## src/rtl/poly_sub_stream_if.sv

```systemverilog
// Purpose : coefficient-pair input and result output bundle for poly_sub_stream.
// Ports   : in_valid_i/in_ready_o/op1_i/op2_i carry operand pairs into the block;
//           out_valid_o/out_ready_i/result_o/idx_o/last_o carry tagged results out.
// Naming  : signal suffixes are from the block's point of view (slave modport).
interface poly_sub_stream_if #(
    parameter int NUM_COEFFS = 256,
    parameter int IDX_W      = $clog2(NUM_COEFFS)
);
    logic             in_valid_i;
    logic             in_ready_o;
    logic [11:0]      op1_i;
    logic [11:0]      op2_i;
    logic             out_valid_o;
    logic             out_ready_i;
    logic [11:0]      result_o;
    logic [IDX_W-1:0] idx_o;
    logic             last_o;

    // The subtraction block.
    modport slave (
        input  in_valid_i, op1_i, op2_i, out_ready_i,
        output in_ready_o, out_valid_o, result_o, idx_o, last_o
    );

    // The producer/consumer side (memory ports, write-back, bench).
    modport master (
        output in_valid_i, op1_i, op2_i, out_ready_i,
        input  in_ready_o, out_valid_o, result_o, idx_o, last_o
    );
endinterface

```

## src/rtl/poly_sub_stream.sv

```systemverilog
// Purpose     : streaming c = a - b mod 3329 over one NUM_COEFFS-coefficient polynomial frame.
// Latency     : one cycle from input accept to registered result; one pair per cycle sustained.
// Backpressure: in_ready_o drops combinationally while a held result is not taken.
// Ports: clk, rst (async active-high); start_i starts a frame in IDLE; busy_o high in RUN/DRAIN;
//        done_o one-cycle pulse after the last result handshake; range_err_o sticky per frame
//        when an accepted operand is >= Q; s_if carries the operand and result streams.
module poly_sub_stream #(
    parameter int NUM_COEFFS = 256,
    parameter int IDX_W      = $clog2(NUM_COEFFS)
) (
    input  logic                clk,
    input  logic                rst,
    input  logic                start_i,
    output logic                busy_o,
    output logic                done_o,
    output logic                range_err_o,
    poly_sub_stream_if.slave    s_if
);
    localparam int               Q        = 3329;
    localparam logic [IDX_W-1:0] LAST_IDX = IDX_W'(NUM_COEFFS - 1);

    typedef enum logic [1:0] {
        IDLE  = 2'd0,
        RUN   = 2'd1,
        DRAIN = 2'd2,
        DONE  = 2'd3
    } state_t;

    // a - b mod Q for a, b in [0, Q-1]: a borrow out of the 13-bit difference means
    // the true result is negative, so one addition of Q brings it into range.
    function automatic logic [11:0] mod_sub(input logic [11:0] a, input logic [11:0] b);
        logic [12:0] diff;
        diff = {1'b0, a} - {1'b0, b};
        if (diff[12]) begin
            diff = diff + 13'(Q);
        end
        return diff[11:0];
    endfunction

    state_t           state_q, state_d;
    logic [IDX_W-1:0] cnt_q, cnt_d;
    logic             out_valid_q, out_valid_d;
    logic [11:0]      result_q, result_d;
    logic [IDX_W-1:0] idx_q, idx_d;
    logic             last_q, last_d;
    logic             range_err_q, range_err_d;

    logic in_ready;
    logic accept;
    logic out_hs;
    logic in_range;

    // A slot opens either when the output register is empty or is being drained this cycle.
    assign in_ready = (state_q == RUN) && (!out_valid_q || s_if.out_ready_i);
    assign accept   = s_if.in_valid_i && in_ready;
    assign out_hs   = out_valid_q && s_if.out_ready_i;
    assign in_range = (s_if.op1_i < 12'(Q)) && (s_if.op2_i < 12'(Q));

    always_comb begin
        state_d     = state_q;
        cnt_d       = cnt_q;
        out_valid_d = out_valid_q;
        result_d    = result_q;
        idx_d       = idx_q;
        last_d      = last_q;
        range_err_d = range_err_q;

        case (state_q)
            IDLE: begin
                if (start_i) begin
                    state_d     = RUN;
                    cnt_d       = '0;
                    range_err_d = 1'b0;
                end
            end
            RUN: begin
                if (accept && (cnt_q == LAST_IDX)) begin
                    state_d = DRAIN;
                end
            end
            DRAIN: begin
                if (out_hs && last_q) begin
                    state_d = DONE;
                end
            end
            DONE: begin
                state_d = IDLE;
            end
            default: begin
                state_d = IDLE;
            end
        endcase

        // Accept wins over a plain handshake: a simultaneous take-and-load keeps valid high.
        if (accept) begin
            out_valid_d = 1'b1;
            result_d    = in_range ? mod_sub(s_if.op1_i, s_if.op2_i) : 12'd0;
            idx_d       = cnt_q;
            last_d      = (cnt_q == LAST_IDX);
            cnt_d       = cnt_q + 1'b1;   // wraps to 0 after LAST_IDX (power-of-two frame)
            if (!in_range) begin
                range_err_d = 1'b1;
            end
        end else if (out_hs) begin
            out_valid_d = 1'b0;
        end
    end

    always_ff @(posedge clk or posedge rst) begin
        if (rst) begin
            state_q     <= IDLE;
            cnt_q       <= '0;
            out_valid_q <= 1'b0;
            result_q    <= '0;
            idx_q       <= '0;
            last_q      <= 1'b0;
            range_err_q <= 1'b0;
        end else begin
            state_q     <= state_d;
            cnt_q       <= cnt_d;
            out_valid_q <= out_valid_d;
            result_q    <= result_d;
            idx_q       <= idx_d;
            last_q      <= last_d;
            range_err_q <= range_err_d;
        end
    end

    assign s_if.in_ready_o  = in_ready;
    assign s_if.out_valid_o = out_valid_q;
    assign s_if.result_o    = result_q;
    assign s_if.idx_o       = idx_q;
    assign s_if.last_o      = last_q;
    assign busy_o           = (state_q == RUN) || (state_q == DRAIN);
    assign done_o           = (state_q == DONE);
    assign range_err_o      = range_err_q;
endmodule

```

## src/flat_wrapper.sv

```systemverilog
// flat-port wrapper written by rule: the top's interface ports become plain ports
module poly_sub_stream_flat 
#(
    parameter int NUM_COEFFS = 256,
    parameter int IDX_W      = $clog2(NUM_COEFFS)
)
  (clk, rst, start_i, busy_o, done_o, range_err_o, s_if_in_valid_i, s_if_op1_i, s_if_op2_i, s_if_out_ready_i, s_if_in_ready_o, s_if_out_valid_o, s_if_result_o, s_if_idx_o, s_if_last_o);
  poly_sub_stream_if #(.NUM_COEFFS(NUM_COEFFS), .IDX_W(IDX_W)) s_if_i ();
  input  logic clk;
  input  logic rst;
  input  logic start_i;
  output logic busy_o;
  output logic done_o;
  output logic range_err_o;
  input wire logic [$bits(s_if_i.in_valid_i)-1:0] s_if_in_valid_i;
  input wire logic [$bits(s_if_i.op1_i)-1:0] s_if_op1_i;
  input wire logic [$bits(s_if_i.op2_i)-1:0] s_if_op2_i;
  input wire logic [$bits(s_if_i.out_ready_i)-1:0] s_if_out_ready_i;
  output wire logic [$bits(s_if_i.in_ready_o)-1:0] s_if_in_ready_o;
  output wire logic [$bits(s_if_i.out_valid_o)-1:0] s_if_out_valid_o;
  output wire logic [$bits(s_if_i.result_o)-1:0] s_if_result_o;
  output wire logic [$bits(s_if_i.idx_o)-1:0] s_if_idx_o;
  output wire logic [$bits(s_if_i.last_o)-1:0] s_if_last_o;
  assign s_if_i.in_valid_i = s_if_in_valid_i;
  assign s_if_i.op1_i = s_if_op1_i;
  assign s_if_i.op2_i = s_if_op2_i;
  assign s_if_i.out_ready_i = s_if_out_ready_i;
  assign s_if_in_ready_o = s_if_i.in_ready_o;
  assign s_if_out_valid_o = s_if_i.out_valid_o;
  assign s_if_result_o = s_if_i.result_o;
  assign s_if_idx_o = s_if_i.idx_o;
  assign s_if_last_o = s_if_i.last_o;
  poly_sub_stream #(.NUM_COEFFS(NUM_COEFFS), .IDX_W(IDX_W)) u_core (.clk(clk), .rst(rst), .start_i(start_i), .busy_o(busy_o), .done_o(done_o), .range_err_o(range_err_o), .s_if(s_if_i));
endmodule
```

## config.mk

```make
export PLATFORM = sky130hd
export DESIGN_NAME = poly_sub_stream_flat
export DESIGN_NICKNAME = d
export VERILOG_FILES = /design/src/rtl/poly_sub_stream_if.sv /design/src/rtl/poly_sub_stream.sv /design/src/flat_wrapper.sv
export SDC_FILE = /design/constraint.sdc
export NUM_CORES = 1
export LEC_CHECK = 0
export ABC_AREA = 1
export BUFFER_PORTS_ARGS = -buffer_cell sky130_fd_sc_hd__buf_2
export CORE_MARGIN = 3
export CORE_UTILIZATION = 55
export CTS_BUF_LIST = sky130_fd_sc_hd__clkbuf_16
export CTS_CLUSTER_SIZE = 40
export DETAILED_ROUTE_END_ITERATION = 8
export MAX_ROUTING_LAYER = met4
export PLACE_DENSITY = 0.79
export SYNTH_ARGS = -nofsm -noshare
export SYNTH_HDL_FRONTEND = slang
export SYNTH_SLANG_ARGS = --single-unit
```

## constraint.sdc

```tcl
create_clock -name clk -period 2.7 [get_ports clk]
set_clock_uncertainty 0.2 [all_clocks]
set_input_delay 0.135 -clock clk [delete_from_list [all_inputs] [get_ports clk]]
set_output_delay 0.135 -clock clk [all_outputs]
set_load 0.05 [all_outputs]
```

==> results of run 1 <==
## kinds of logic after synthesis
kind of cell | after synthesis | synth area share, %
AND/OR/NAND/NOR | 216 | 36.1
buffers and inverters | 68 | 10.1
AO/OA/AOI/OAI | 45 | 9.85
flip-flops | 33 | 31.4
adder cells (fa/ha/maj) | 19 | 9.32
XOR/XNOR | 9 | 3.28
## layout make-up
class	instances	area (um^2)	share of cell area [%]
repair buffers	59	313	9.96
multi-input cells	289	1540	49.0
flip-flops and latches	33	826	26.3
clock buffers	5	125	3.98
clock inverters	3	37.5	1.19
inverters	63	236	7.53
well taps	52	65.1	2.07
## layer usage
layer | track usage, % | vias to the layer above | wire [um]
li1 | - | 1383 | -
met1 | 32.8 | 1236 | 2860
met2 | 34.4 | 96 | 2660
met3 | 3.60 | 4 | 435
met4 | 4.47 | 0 | 52
met5 | - | - | 0
## power by group
| group | switching [mW] | internal, mW | total (mW) |
|---|---|---|---|
| Clock | 0.193 | 0.428 | 0.621 |
| Combinational | 1.14 | 0.401 | 1.54 |
| Sequential | 0.121 | 0.692 | 0.813 |
## per-stage QoR
step | cell area, um^2 | cells | utilization (%) | hold slack (ns)
after floorplan | 2630 | 390 | - | 0.0314
after global placement | 2960 | 494 | 66.1 | 0.0380
after detailed placement | 2960 | 494 | 66.1 | 0.0430
after CTS | 3140 | 504 | 70.2 | 0.0408
after global routing | 3140 | 504 | 70.2 | 0.0647
final | 3140 | 504 | 70.2 | 0.0370
## Yosys cell counts
master | number | area [um^2]
fa_1 | 1 | 20.0
buf_2 | 2 | 10.0
xnor2_1 | 3 | 26.3
nand4_1 | 6 | 37.5
a32o_1 | 1 | 10.0
a22oi_1 | 1 | 7.51
nand2_2 | 4 | 25.0
o22ai_1 | 1 | 6.26
inv_2 | 4 | 15.0
inv_1 | 59 | 221
a21oi_1 | 10 | 50.1
o21bai_1 | 2 | 15.0
o21ai_1 | 3 | 15.0
xor2_1 | 5 | 43.8
ha_1 | 18 | 225
o21ai_0 | 19 | 95.1
nor4_1 | 4 | 25.0
nand2_4 | 1 | 11.3
nor2_2 | 4 | 25.0
nand3_1 | 34 | 170
dfrtp_1 | 33 | 826
nor3_1 | 6 | 30.0
a31oi_1 | 3 | 18.8
or2_2 | 1 | 6.26
o32ai_1 | 2 | 17.5
xor2_2 | 1 | 16.3
a22o_1 | 1 | 8.76
nand3_2 | 2 | 20.0
clkbuf_1 | 2 | 7.51
o211ai_1 | 1 | 7.51
a21o_1 | 1 | 7.51
buf_6 | 1 | 11.3
nor2_8 | 1 | 20.0
nand2_1 | 126 | 473
nor2_1 | 26 | 97.6
nand3b_1 | 1 | 7.51
## timing repair
item / CTS / global route
hold endpoints to repair: 34 / 0
hold buffers: 2 / 0
setup buffers: 0 / 0
## sequential cells by signal (all words and copies together) (netlist names)
register and cells:
u_core.cnt_q 8, u_core.range_err_o 1, u_core.s_if.idx_o 8, u_core.s_if.last_o 1, u_core.s_if.out_valid_o 1, u_core.s_if.result_o 12, u_core.state_q 2
## final timing paths
check / from / end / depth (start not counted)
min reg2reg: u_core.s_if.idx_o[7] / u_core.s_if.idx_o[7] / 2
min: start_i / u_core.cnt_q[7] / 4
min in group asynchronous: rst / u_core.s_if.result_o[0] / 4
max in group asynchronous: rst / u_core.s_if.result_o[10] / 4
max reg2reg: u_core.cnt_q[0] / u_core.state_q[0] / 10
max: u_core.cnt_q[0] / u_core.state_q[0] / 10
## critical path, stage by stage (launching register included)
cell and delay [ns]:
dfrtp_1 0.39, ha_1 0.18, nand2_1 0.08, nor2_1 0.13, nand2_1 0.09, nor3_1 0.30, nand3_1 0.18, a22oi_1 0.16
o21ai_0 0.19, nor3_1 0.17, a21oi_1 0.07
==> summary.md, run 1 <==
| Metric | Value |
|---|---|
| Initial DRC count | just under 200 |
| DRC violations left | 0 |
| Largest net degree at the start of global routing | 38 |
| Global-route wire length before repair | between 9 and 10 mm |
| FF-to-FF setup slack | 0.42 ns |
| Max-Cap Viols | 0 |
| Num rows | 24 |
| Static leakage | 1.77 nW |
| GRT Total Usage | 22.9% |
| Clock Tree Buf Depth | 2 |
| Pre-CTS WS | between 0.3 and 0.4 ns |
| Port bufs | 54 |
| PostCTS Resize Cnt | 0 |
| CP arrival | 2.22 ns |
| Die footprint | between 5000 and 6000 um^2 |
| Initial antenna violation count | 0 |
| Power Total | between 2 and 3 mW |
| Period utilization | 84.6% |
| Worst-Skew Late Latency | about 0.27 ns |
| RSZ-0062 raised after global routing | false |
| Mapped Area | 2630 um^2 |
| Clk Tree Root Cell | clkbuf_16 |
| CP Capture Type | register |
| Seq/Total Area, Yosys | 31.4% |
| Share of cells above drive strength 1 | roughly 18% |
| Mean Syn Cell Area | roughly 6.7 um^2 |
| H-tree Lvls | 2 |
| CTS tree | yes |
| Num CTS Buffers | 5 |
| Syn Inst Count | slightly below 400 |
| Total inserted antenna cells | 0 |
| Initial core utilization | 58.8% |
| Most frequent cells in the layout | nand2_1 (126), inv_1 (60), buf_2 (54) |
| Most common cell after layout, fill and taps aside | nand2_1 |
| CP Launch Type | register |
| Final setup vio count | 0 |
| Total Wirelength | 6.01 mm |
| F_max | 438 MHz |
| Syn nets | 438 |
| PwrDens | 945 nW/um^2 |
| Ports | 55 |
| DR vias | 2719 |
| Max-slew violations | 0 |
| Fin Setup TNS | 0 ns |
| Setup ws final | roughly 0.42 ns |
| Post-route ant nets | 0 |
| Worst EP required | 2.64 ns |
| Core ar. | 4470 um^2 |
| Nets@finish | 499 |
| Wirelength per Cell | 11.9 um |
| Clock-pin slew on the worst setup and hold paths | 0.05 ns |
| Status | finished clean |
| Syn-to-layout area delta | 19.5% |
| Hold Vio Cnt, Final | 0 |
| Grt total ovfl | 0 |
| Worst VDD drop | 0.746 mV |
| Drt pass-1 iters | 5 |
| GPL Wtd Cong | approximately 0.95 |
| Die W | 75.2 um |
| Hold Crit Class | in2reg |
| DR vias/cell | 5.39 |
| Synth warn | 0 |
| Slew of the pin with the lowest slew margin | approximately 0.42 ns |
| CTS Sinks | 33 |
| Minimum clock period | approximately 2.3 ns |
| Fillers | just over 400 |
| Dpl hpwl | 4.70 mm |
| Die Height | around 75 um |
| Worst rel slew slack | ~72% |
| Number of global-route vias before repair | 2309 |
| Crit Path Max Fanout | 4 |
| Crit path kind | reg2reg |
| Distinct cells, synth | 36 |
| Synthesis-stage register bit count | 33 |
(Power assumes the default switching activity.)
==> inputs of run 2 (changes only) <==
==> constraint.sdc (replaced) <==
create_clock -name clk -period 2.35 [get_ports clk]
set_clock_uncertainty 0.2 [all_clocks]
set_input_delay 0.1175 -clock clk [delete_from_list [all_inputs] [get_ports clk]]
set_output_delay 0.1175 -clock clk [all_outputs]
set_load 0.05 [all_outputs]
==> summary.md, run 2 (synthesized netlist as in run 1, its figures left out) <==
| Metric | Value |
|---|---|
| Setup Fix Bufs, Post-CTS | 0 |
| Largest net degree at the start of global routing | 38 |
| Total inserted antenna cells | 0 |
| CP arrival | 2.08 ns |
| Share of cells above drive strength 1 | a little under a fifth |
| GPL Wtd Cong | around 0.94 |
| PwrDens | 1060 nW/um^2 |
| Worst VDD drop | ~1.0 mV |
| Worst hold endpoint | u_core.cnt_q[7] |
| DR vias/cell | 5.22 |
| Slew of the pin with the lowest slew margin | 0.423 ns |
| CTS Sinks | 33 |
| Max reg flops | 12 |
| F_max | approximately 470 MHz |
| H-tree Lvls | 2 |
| Initial DRC count | 181 |
| Post-route ant nets | 0 |
| Period utilization | roughly nine tenths |
| Worst-Skew Late Latency | between 0.2 and 0.3 ns |
| Hold Crit Start | start_i |
| CP peak stage delay | 0.39 ns |
| R2R Path End | u_core.state_q[0] |
| Most used cell, CP | nand2_1 |
| Depth of the most critical reg-to-reg path | 10 |
| Clock Tree Buf Depth | 2 |
| Static leakage | roughly 1.8 nW |
| Most common cell after layout, fill and taps aside | nand2_1 |
| Dpl hpwl | 4.74 mm |
| Worst EP required | approximately 2.3 ns |
| Num CTS Buffers | 5 |
| Hold Crit Class | in2reg |
| Die footprint | between 5000 and 6000 um^2 |
| CP Launch Type | register |
| Worst hold margin | around 0.024 ns |
| Core ar. | 4470 um^2 |
| Number of global-route vias before repair | 2374 |
| Die Height | roughly 75 um |
| Wirelength per Cell | 11.8 um |
| FF-to-FF setup slack | between 0.2 and 0.25 ns |
| Crit path kind | reg2reg |
| Ports | 55 |
| Fin Setup TNS | 0 ns |
| Drt pass-1 iters | 4 |
| RR Startpoint | u_core.cnt_q[0] |
| Hold Vio Cnt, Final | 0 |
| Crit Path Max Fanout | 4 |
| Most frequent cells in the layout | nand2_1 (126), inv_1 (60), buf_2 (54) |
| RSZ-0062 raised after global routing | false |
| Status | finished clean |
| DR vias | 2643 |
| Nets@finish | between 500 and 600 |
| Post-placement cell area | a little under 3000 um^2 |
| Port bufs | 54 |
| Initial antenna violation count | 0 |
| Hold path depth | 4 |
| CP cell instances | ha_1 > nand2_1 > nor2_1 > nand2_1 > nor3_2 > nand3_1 > a22oi_1 > o21ai_0 > nor3_1 > a21oi_1 |
| GRT Total Usage | 23.3% |
| Syn-to-layout area delta | 19.6% |
| Total Wirelength | 5.97 mm |
| Clk Tree Root Cell | clkbuf_16 |
| Max-Cap Viols | 0 |
| Final Instance Area | 3150 um^2 |
| Grt total ovfl | 0 |
| Die W | 75.2 um |
| Final setup vio count | 0 |
| CP Capture Type | register |
| Worst rel slew slack | 71.5% |
| CTS tree | yes |
| Initial core utilization | between 50% and 60% |
| Slowest-stage cell, CP | dfrtp_1 |
| Global-route wire length before repair | between 10 and 15 mm |
| Clock-pin slew on the worst setup and hold paths | ~0.050 ns |
| DRC violations left | 0 |
| Max-slew violations | 0 |
| Num rows | 24 |
| Fillers | 412 |
| Minimum clock period | between 2 and 2.5 ns |
-- run 2: changes by cell type in the layout (fill, tap and decap cells not counted), sizes merged --
cell    delta
bufinv     -1
clkinv     +1
buf        +2
-- run 2: worst max path at each step --
stage / startpoint / to / slack [ns] / cells after the start
2_1_floorplan: u_core.s_if.out_valid_o / u_core.state_q[0] / 0.15 / 10
3_5_place_dp: s_if_op1_i[0] / u_core.s_if.result_o[10] / 0.08 / 17
5_1_grt: u_core.cnt_q[0] / u_core.state_q[0] / 0.0004 / 10
4_1_cts: u_core.cnt_q[0] / u_core.state_q[0] / 0.14 / 10
3_3_place_gp: s_if_op1_i[0] / u_core.s_if.result_o[10] / 0.12 / 15
6_report: u_core.cnt_q[0] / u_core.state_q[0] / 0.21 / 10
-- run 2: metal layers --
layer / global-route usage (%) / wire [um] / vias to the layer above
li1: - / - / 1383
met1: 33.1 / 3000 / 1194
met2: 35.8 / 2680 / 61
met3: 3.60 / 259 / 5
met4: 3.50 / 31 / 0
met5: - / 0 / -
-- run 2: report_power, final --
group	internal [mW]	switching, mW	leakage, nW
sequential	0.795	0.137	0.433
clock	0.384	0.220	0.0748
combinational	0.475	1.32	1.26
-- run 2: area by class of cell --
type / instances / area, um^2 / share of cell area (%)
Sequential cell: 33 / 826 / 26.3
Timing Repair Buffer: 61 / 328 / 10.4
Clock inverter: 3 / 13.8 / 0.438
Multi-Input combinational cell: 289 / 1550 / 49.3
Clock buffer: 5 / 125 / 3.98
Tap cell: 52 / 65.1 / 2.07
Inverter: 63 / 236 / 7.52
-- run 2: timing repair --
action,4_1_cts,5_1_grt
setup endpoints to repair,0,1
resized for setup,0,1
endpoints found under the hold margin,34,0
hold buffers,2,0
-- run 2: per-stage QoR --
stage	cells	total power, mW	utilization [%]	worst slack (ns)
5_1_grt	506	3.57	70.3	0.000412
4_1_cts	506	3.34	70.2	0.140
3_5_place_dp	496	2.72	66.6	0.0769
3_3_place_gp	496	2.69	66.6	0.121
2_1_floorplan	390	2.33	-	0.154
6_report	506	3.33	70.3	0.207
-- run 2: critical path: cells and delay by family (launching register included) --
family | cells | cell delay [ns]
AOI/OAI and AO/OA | 3 | 0.41
adders and majority gates | 1 | 0.20
and+or+nand+nor | 6 | 0.80
DFF | 1 | 0.39
